==> src/rtl/gray_monitor.sv <==
// gray_monitor: watches a 3-bit Gray counter stream, decodes it to binary,
// flags illegal steps, counts errors and 7->0 wraps, and cross-checks the
// upstream sticky overflow flag against the wraps it has actually seen.
module gray_monitor (
  input  logic       Clk,
  input  logic       Reset,
  input  logic       Valid,
  input  logic [2:0] GrayIn,
  input  logic       OverflowIn,
  output logic [2:0] Binary,
  output logic       StepErr,
  output logic [7:0] ErrCount,
  output logic [7:0] WrapCount,
  output logic       OvfMismatch,
  output logic       Locked,
  output logic [1:0] State
);

  // S_BAD is listed so the unused encoding is representable and recoverable.
  typedef enum logic [1:0] {
    S_IDLE  = 2'b00,
    S_TRACK = 2'b01,
    S_ERR   = 2'b10,
    S_BAD   = 2'b11
  } state_t;

  // Gray-to-binary: each binary bit is the XOR of all Gray bits at or above it.
  function automatic logic [2:0] gray2bin(input logic [2:0] g);
    logic [2:0] b;
    b[2] = g[2];
    b[1] = g[2] ^ g[1];
    b[0] = g[2] ^ g[1] ^ g[0];
    return b;
  endfunction

  // Error counter increments but never rolls over.
  function automatic logic [7:0] sat_inc8(input logic [7:0] v);
    return (v == 8'hFF) ? v : v + 8'd1;
  endfunction

  state_t     r_state;
  logic [2:0] r_prev;
  logic       r_step_err;
  logic [7:0] r_err_cnt;
  logic [7:0] r_wrap_cnt;
  logic       r_ovf_mis;
  logic       r_wrap_seen;

  state_t     w_state_nxt;
  logic [2:0] w_prev_nxt;
  logic       w_step_err_nxt;
  logic [7:0] w_err_cnt_nxt;
  logic [7:0] w_wrap_cnt_nxt;
  logic       w_ovf_mis_nxt;
  logic       w_wrap_seen_nxt;

  logic [2:0] w_bin;
  logic [2:0] w_prev_inc;
  logic       w_hold;
  logic       w_step;
  logic       w_wrap;
  logic       w_exp_ovf;

  // Classify the decoded sample against the last captured value.
  always_comb begin
    w_bin      = gray2bin(GrayIn);
    w_prev_inc = r_prev + 3'd1;
    w_hold     = (w_bin == r_prev);
    w_step     = (w_bin == w_prev_inc);
    w_wrap     = w_step && (r_prev == 3'd7);
    w_exp_ovf  = r_wrap_seen | w_wrap;
  end

  // Next-state and next-value logic; StepErr defaults low so it only pulses.
  always_comb begin
    w_state_nxt     = r_state;
    w_prev_nxt      = r_prev;
    w_step_err_nxt  = 1'b0;
    w_err_cnt_nxt   = r_err_cnt;
    w_wrap_cnt_nxt  = r_wrap_cnt;
    w_ovf_mis_nxt   = r_ovf_mis;
    w_wrap_seen_nxt = r_wrap_seen;
    case (r_state)
      S_IDLE: begin
        if (Valid) begin
          w_prev_nxt  = w_bin;
          w_state_nxt = S_TRACK;
        end
      end
      S_TRACK, S_ERR: begin
        if (Valid) begin
          w_prev_nxt = w_bin;
          if (w_hold || w_step) begin
            w_state_nxt = S_TRACK;
            if (w_wrap) begin
              w_wrap_cnt_nxt  = r_wrap_cnt + 8'd1;
              w_wrap_seen_nxt = 1'b1;
            end
          end else begin
            w_state_nxt    = S_ERR;
            w_step_err_nxt = 1'b1;
            w_err_cnt_nxt  = sat_inc8(r_err_cnt);
          end
          // Overflow is only trusted while locked; ERR samples are skipped.
          if ((r_state == S_TRACK) && (OverflowIn != w_exp_ovf))
            w_ovf_mis_nxt = 1'b1;
        end
      end
      default: begin
        w_state_nxt = S_IDLE;
      end
    endcase
  end

  // State and counter registers with asynchronous clear.
  always_ff @(posedge Clk or posedge Reset) begin
    if (Reset) begin
      r_state     <= S_IDLE;
      r_prev      <= 3'd0;
      r_step_err  <= 1'b0;
      r_err_cnt   <= 8'd0;
      r_wrap_cnt  <= 8'd0;
      r_ovf_mis   <= 1'b0;
      r_wrap_seen <= 1'b0;
    end else begin
      r_state     <= w_state_nxt;
      r_prev      <= w_prev_nxt;
      r_step_err  <= w_step_err_nxt;
      r_err_cnt   <= w_err_cnt_nxt;
      r_wrap_cnt  <= w_wrap_cnt_nxt;
      r_ovf_mis   <= w_ovf_mis_nxt;
      r_wrap_seen <= w_wrap_seen_nxt;
    end
  end

  // Outputs come straight from registers.
  always_comb begin
    Binary      = r_prev;
    StepErr     = r_step_err;
    ErrCount    = r_err_cnt;
    WrapCount   = r_wrap_cnt;
    OvfMismatch = r_ovf_mis;
    Locked      = (r_state == S_TRACK);
    State       = r_state;
  end

endmodule

==> config.mk <==
export PLATFORM = sky130hd
export DESIGN_NAME = gray_monitor
export DESIGN_NICKNAME = d
export VERILOG_FILES = /design/src/rtl/gray_monitor.sv
export SDC_FILE = /design/constraint.sdc
export NUM_CORES = 1
export LEC_CHECK = 0
export BUFFER_PORTS_ARGS = -buffer_cell sky130_fd_sc_hd__buf_2
export CAP_MARGIN = 20
export CORE_UTILIZATION = 56
export CTS_CLUSTER_DIAMETER = 80
export CTS_CLUSTER_SIZE = 10
export DETAILED_ROUTE_END_ITERATION = 10
export PLACE_DENSITY_LB_ADDON = 0.3
export SYNTH_ARGS = -nofsm -noshare
export SYNTH_HDL_FRONTEND = slang
export SYNTH_SLANG_ARGS = --single-unit
==> constraint.sdc <==
create_clock -name Clk -period 3.5 [get_ports Clk]
set_input_delay 0.7 -clock Clk [delete_from_list [all_inputs] [get_ports Clk]]
set_output_delay 0.7 -clock Clk [all_outputs]
set_load 0.03 [all_outputs]
---- Word-level counts from Yosys, hierarchy flattened ----
Index checks and enable logic that the tools add are counted.
operators by class
  add/sub/neg operators ................... 3
  equality and inequality tests ........... 9
  multiplexer cells ....................... 7
  bitwise logic cells ..................... 5
  reduce and logical (&&, ||, !) cells .... 11
operators with widths
  cell                                                                   number
  8-bit by 1-bit adder with 8-bit output, second input constant          2
  8-bit equality test, second input constant                             1
  4-bit AND reduction                                                    2
  3-bit equality test                                                    2
  2-bit 2-to-1 mux                                                       3
  2-bit != test, second input constant                                   2
  2-bit one-hot mux with 2 select lines                                  1
  2-bit AND reduction                                                    2
  3-bit by 1-bit adder with 3-bit output, second input constant          1
  3-bit equality test, second input constant                             1
  1-bit 2-to-1 mux                                                       3
  3-bit AND reduction                                                    1
  3-bit OR reduction                                                     1
  2-bit by 1-bit equality test with 1-bit output, second input constant  1
  2-bit equality test, second input constant                             1
  1-bit logical AND                                                      2
  2-bit logical NOT                                                      1
  1-bit inverter                                                         2
  2-bit OR reduction                                                     1
  1-bit XOR                                                              2
  1-bit logical OR                                                       1
  1-bit != test                                                          1
  1-bit bitwise OR                                                       1
word-level totals
  register bits ........................... 24
  input port bits ......................... 7
  output and inout bits ................... 24
  logic and storage cells ................. 42

---- Depth between registers and ports, before layout ----
  depth after elaboration ................. 8
  depth in mapped cells ................... 7
  gate-level depth less buffers ........... 7

---- Least setup slack after synthesis ----
No wires, ideal clock.
  kind .................................... reg-to-reg
  start ................................... reg r_prev[0], in the netlist Binary[0]
  end ..................................... reg r_wrap_cnt[1], in the netlist WrapCount[1]
  setup time .............................. 125 ps
  arrival time ............................ 2456 ps
  data required time ...................... 3375 ps
  path slack .............................. 919 ps
  stages on the path, launching flop included .. 7
  path buffers ............................ 0
  period minus slack after synthesis ...... 2581 ps
  cell sequence ........................... dfrtp_1 ha_1 ha_1 or3_1 a211o_1 a211oi_4 mux2_2
on the way
  cells in the longest elaborated chain, start to end .. 4
  elaborated cells between the ends (all ways) .. 7
  classes of those cells .................. 1 x add/sub; 3 x eq/ne; 3 x reduce/logical
ends and longest elaborated chain
  element                                                       RTL line  source
  from (decl)                                                   42        logic [2:0] r_prev;
  from (signal assigned)                                        127       r_prev <= w_prev_nxt;
  3-bit by 1-bit adder with 3-bit output                        67        w_prev_inc = r_prev + 3'd1;
  3-bit equality test                                           69        w_step = (w_bin == w_prev_inc);
  1-bit logical AND / 1-bit logical OR (equally long branches)  70, 93
  4-bit AND reduction (no line) *                               n/a
  to (signal assigned)                                          130       r_wrap_cnt <= w_wrap_cnt_nxt;
  to (decl)                                                     45        logic [7:0] r_wrap_cnt;
Mark *: on every way between the ends. The rest lies on a longest branch, timed or not.
A chain may end at the register's enable or synchronous reset.

---- Worst setup path after layout ----
Same ends and word-level chain as after synthesis.

==> results.sh <==
export IMPL_outcome="complete, no violations"
export IMPL_skew_ps=4.64
export IMPL_ys_seq_elements=24
export IMPL_maxCapViolCount=0
export IMPL_routed_via_density=5.62
export IMPL_clock_fmax_mhz=384
export IMPL_met1_usage=0.276
export IMPL_die_h_um=50.6
export IMPL_rsz0062_at_grt="no"
export IMPL_grt_pass1_wl_um=4290
export IMPL_combPwrFrac=0.451
export IMPL_drt_initial_drc_count=30
export IMPL_synth_cell_types=30
export IMPL_htreeDepth=1
export IMPL_drive_gt1_frac=0.277
export IMPL_drt_pass1_iterations=4
export IMPL_clockRootBuffer="clkbuf_4"
export IMPL_peakVddDrop_mv=0.453
export IMPL_crit_arrival_ps=2820
export IMPL_wl_per_cell_um=13.4
export IMPL_drc_errors=0
export IMPL_worst_setup_path_end_kind="flop"
export IMPL_clk_pin_slew_ps=130
export IMPL_yosys_area_top_type="dfrtp_1"
export IMPL_use_met3=0.0455
export IMPL_wl_um=2450
export IMPL_antenna_found_initial=0
export IMPL_portBuffers=30
export IMPL_p_leak_nw=0.768
export IMPL_grt_overflow=0
export IMPL_hp_class="reg -> reg"
export IMPL_netlist_instances=122
export IMPL_hold_buffers=0
export IMPL_critical_path_max_fanout=9
export IMPL_syn_cell_area_sq_um=1320
export IMPL_min_period_ps=2610
export IMPL_gp_congestion=0.849
export IMPL_vias=1028
export IMPL_synth_warnings=0
export IMPL_cts_sinks=24
export IMPL_required_ps=3720
export IMPL_ant_nets=0
export IMPL_worstSetupStartpointType="flop"
export IMPL_synth_fp_nets=136
export IMPL_io_pins=31
export IMPL_yosysSeqAreaShare=0.455
export IMPL_clockBufferDepth=2
export IMPL_power_density_nw_per_um2=703
export IMPL_antenna_cells=0
export IMPL_drv_slew=0
export IMPL_clkPwrFrac=0.185
export IMPL_first_global_vias=974
export IMPL_numCtsBuffers=3
export IMPL_grt_usage=0.225
export IMPL_post_cts_buffers=0
export IMPL_intPower_w=0.000634
export IMPL_dieArea_sq_um=2560
export IMPL_placementRows=17
export IMPL_syn_avg_cell_area_sq_um=10.8
export IMPL_nets=170
export IMPL_tightest_slew_ps=894
export IMPL_die_w_um=50.6
export IMPL_p_sw_frac=0.416
export IMPL_cts_tree="yes"
export IMPL_dp_final_hpwl_um=1780
export IMPL_synth_top_area_frac=0.455
export IMPL_grt_use_met2=0.387
export IMPL_crit_type="reg -> reg"
export IMPL_p_sw_w=0.000451
export IMPL_grt_most_used_layer="met2"
export IMPL_synth_area_top_cells="dfrtp_1 (45%), xnor2_1 (11%), ha_1 (6.6%), nand4_1 (3.8%), and3_1 (2.8%)"
export IMPL_final_hold_viol_count=0
export IMPL_finalSetupTns_ps=0
export IMPL_p_total_w=0.00109
export IMPL_finalCritPeriodShare=0.745
export IMPL_initial_core_util=0.597
export IMPL_seqPwrFrac=0.365
export IMPL_clock_latency_ps=320
export IMPL_ys_flop_type="dfrtp_1"
export IMPL_area_growth_pct=16.9
export IMPL_setup_violations=0
export IMPL_relSlewSlack=0.403
export IMPL_grt_start_max_net_pins=25
export IMPL_cts_resized=0
export IMPL_synth_async_reset_ratio=1.00
export IMPL_fp_coreArea_sq_um=2210
export IMPL_synth_edff_count=0
-- state kept, by name, indices dropped and copies added, names as in the netlist --
name	count
StepErr	1
WrapCount	8
State	2
r_wrap_seen	1
ErrCount	8
OvfMismatch	1
Binary	3
-- worst max-delay path, cell delays in order (launching register included) --
cell and delay, ps:
dfrtp_1 440, ha_1 210, ha_1 330, or3_1 330, a211o_1 360, a211oi_4 440
mux2_2 390
-- synth_stat cells, drive strengths merged (4+ instances only) --
library cell,instances
ha,7
and3,6
nand3,4
mux2i,4
inv,5
nand2,10
nand4,8
dfrtp,24
xnor2,16
nor2,4
-- cell usage in the layout (no fill, tap or decap), drive strengths merged --
cell type,instances
buf,31
dfrtp,24
xnor2,16
nand2,10
nand4,8
ha,7
and3,6
inv,5
nand3,4
nor2,4
mux2i,4
and2,3
or2,3
xor2,3
o21ai,3
nor3b,3
clkbuf,3
mux2,3
a21oi,2
a31oi,2
nand2b,2
nor2b,1
and3b,1
o211ai,1
or3,1
a211o,1
a211oi,1
and4,1
o221ai,1
bufinv,1
-- cell type report --
type / instances / area [sq um]
clock inverters: 1 / 30.0
multi-input cells: 91 / 678
repair buffers: 31 / 158
inverters: 5 / 18.8
well taps: 28 / 35.0
clock buffers: 3 / 22.5
flip-flops and latches: 24 / 601
fillers: 181 / 669
-- cell families (layout without fill, tap and decap cells) --
family                   after synthesis  count (layout)  synth area share
AND/OR/NAND/NOR                       47              47             0.200
flip-flops                            24              24             0.455
XOR/XNOR                              19              19             0.126
AO/OA/AOI/OAI                         11              11            0.0626
adder cells (fa/ha/maj)                7               7            0.0663
multiplexers                           7               7            0.0588
buffers and inverters                  7              40            0.0313
-- power by group through the flow --
stage / Clock, W / Sequential (W) / Combinational [W]
final: 0.000200 / 0.000396 / 0.000489
after global routing: 0.000217 / 0.000407 / 0.000541
after CTS: 0.000206 / 0.000396 / 0.000493
after detailed placement: 0 / 0.000403 / 0.000487
after global placement: 0 / 0.000399 / 0.000475
after floorplan: 0 / 0.000513 / 0.000250
-- stage by stage --
step	cell area, sq um	setup WS, ps	std cells	hold WS [ps]	util
after CTS	1540	893	183	485	0.697
after global placement	1490	1010	179	456	0.674
after floorplan	1320	919	122	456	-
final	1540	894	183	477	0.697
after detailed placement	1490	935	179	455	0.674
after global routing	1540	771	183	529	0.697
-- routing by layer --
| metal | part of all wire | routed length, um | vias to the layer above |
|---|---|---|---|
| li1 | - | - | 498 |
| met4 | 0.0094 | 23 | 0 |
| met5 | 0 | 0 | - |
| met1 | 0.46 | 1120 | 503 |
| met3 | 0.039 | 96 | 2 |
| met2 | 0.49 | 1200 | 25 |
-- worst paths after layout --
kind / slack [ps] / to / from / depth (start not counted)
max: 890 / WrapCount[1] / Binary[0] / 6
max in group asynchronous: 2400 / State[1] / Reset / 2
min: 480 / OvfMismatch / OvfMismatch / 2
max reg2reg: 890 / WrapCount[1] / Binary[0] / 6
min reg2reg: 480 / OvfMismatch / OvfMismatch / 2
min in group asynchronous: 540 / ErrCount[0] / Reset / 2
(Power assumes the default switching activity.)
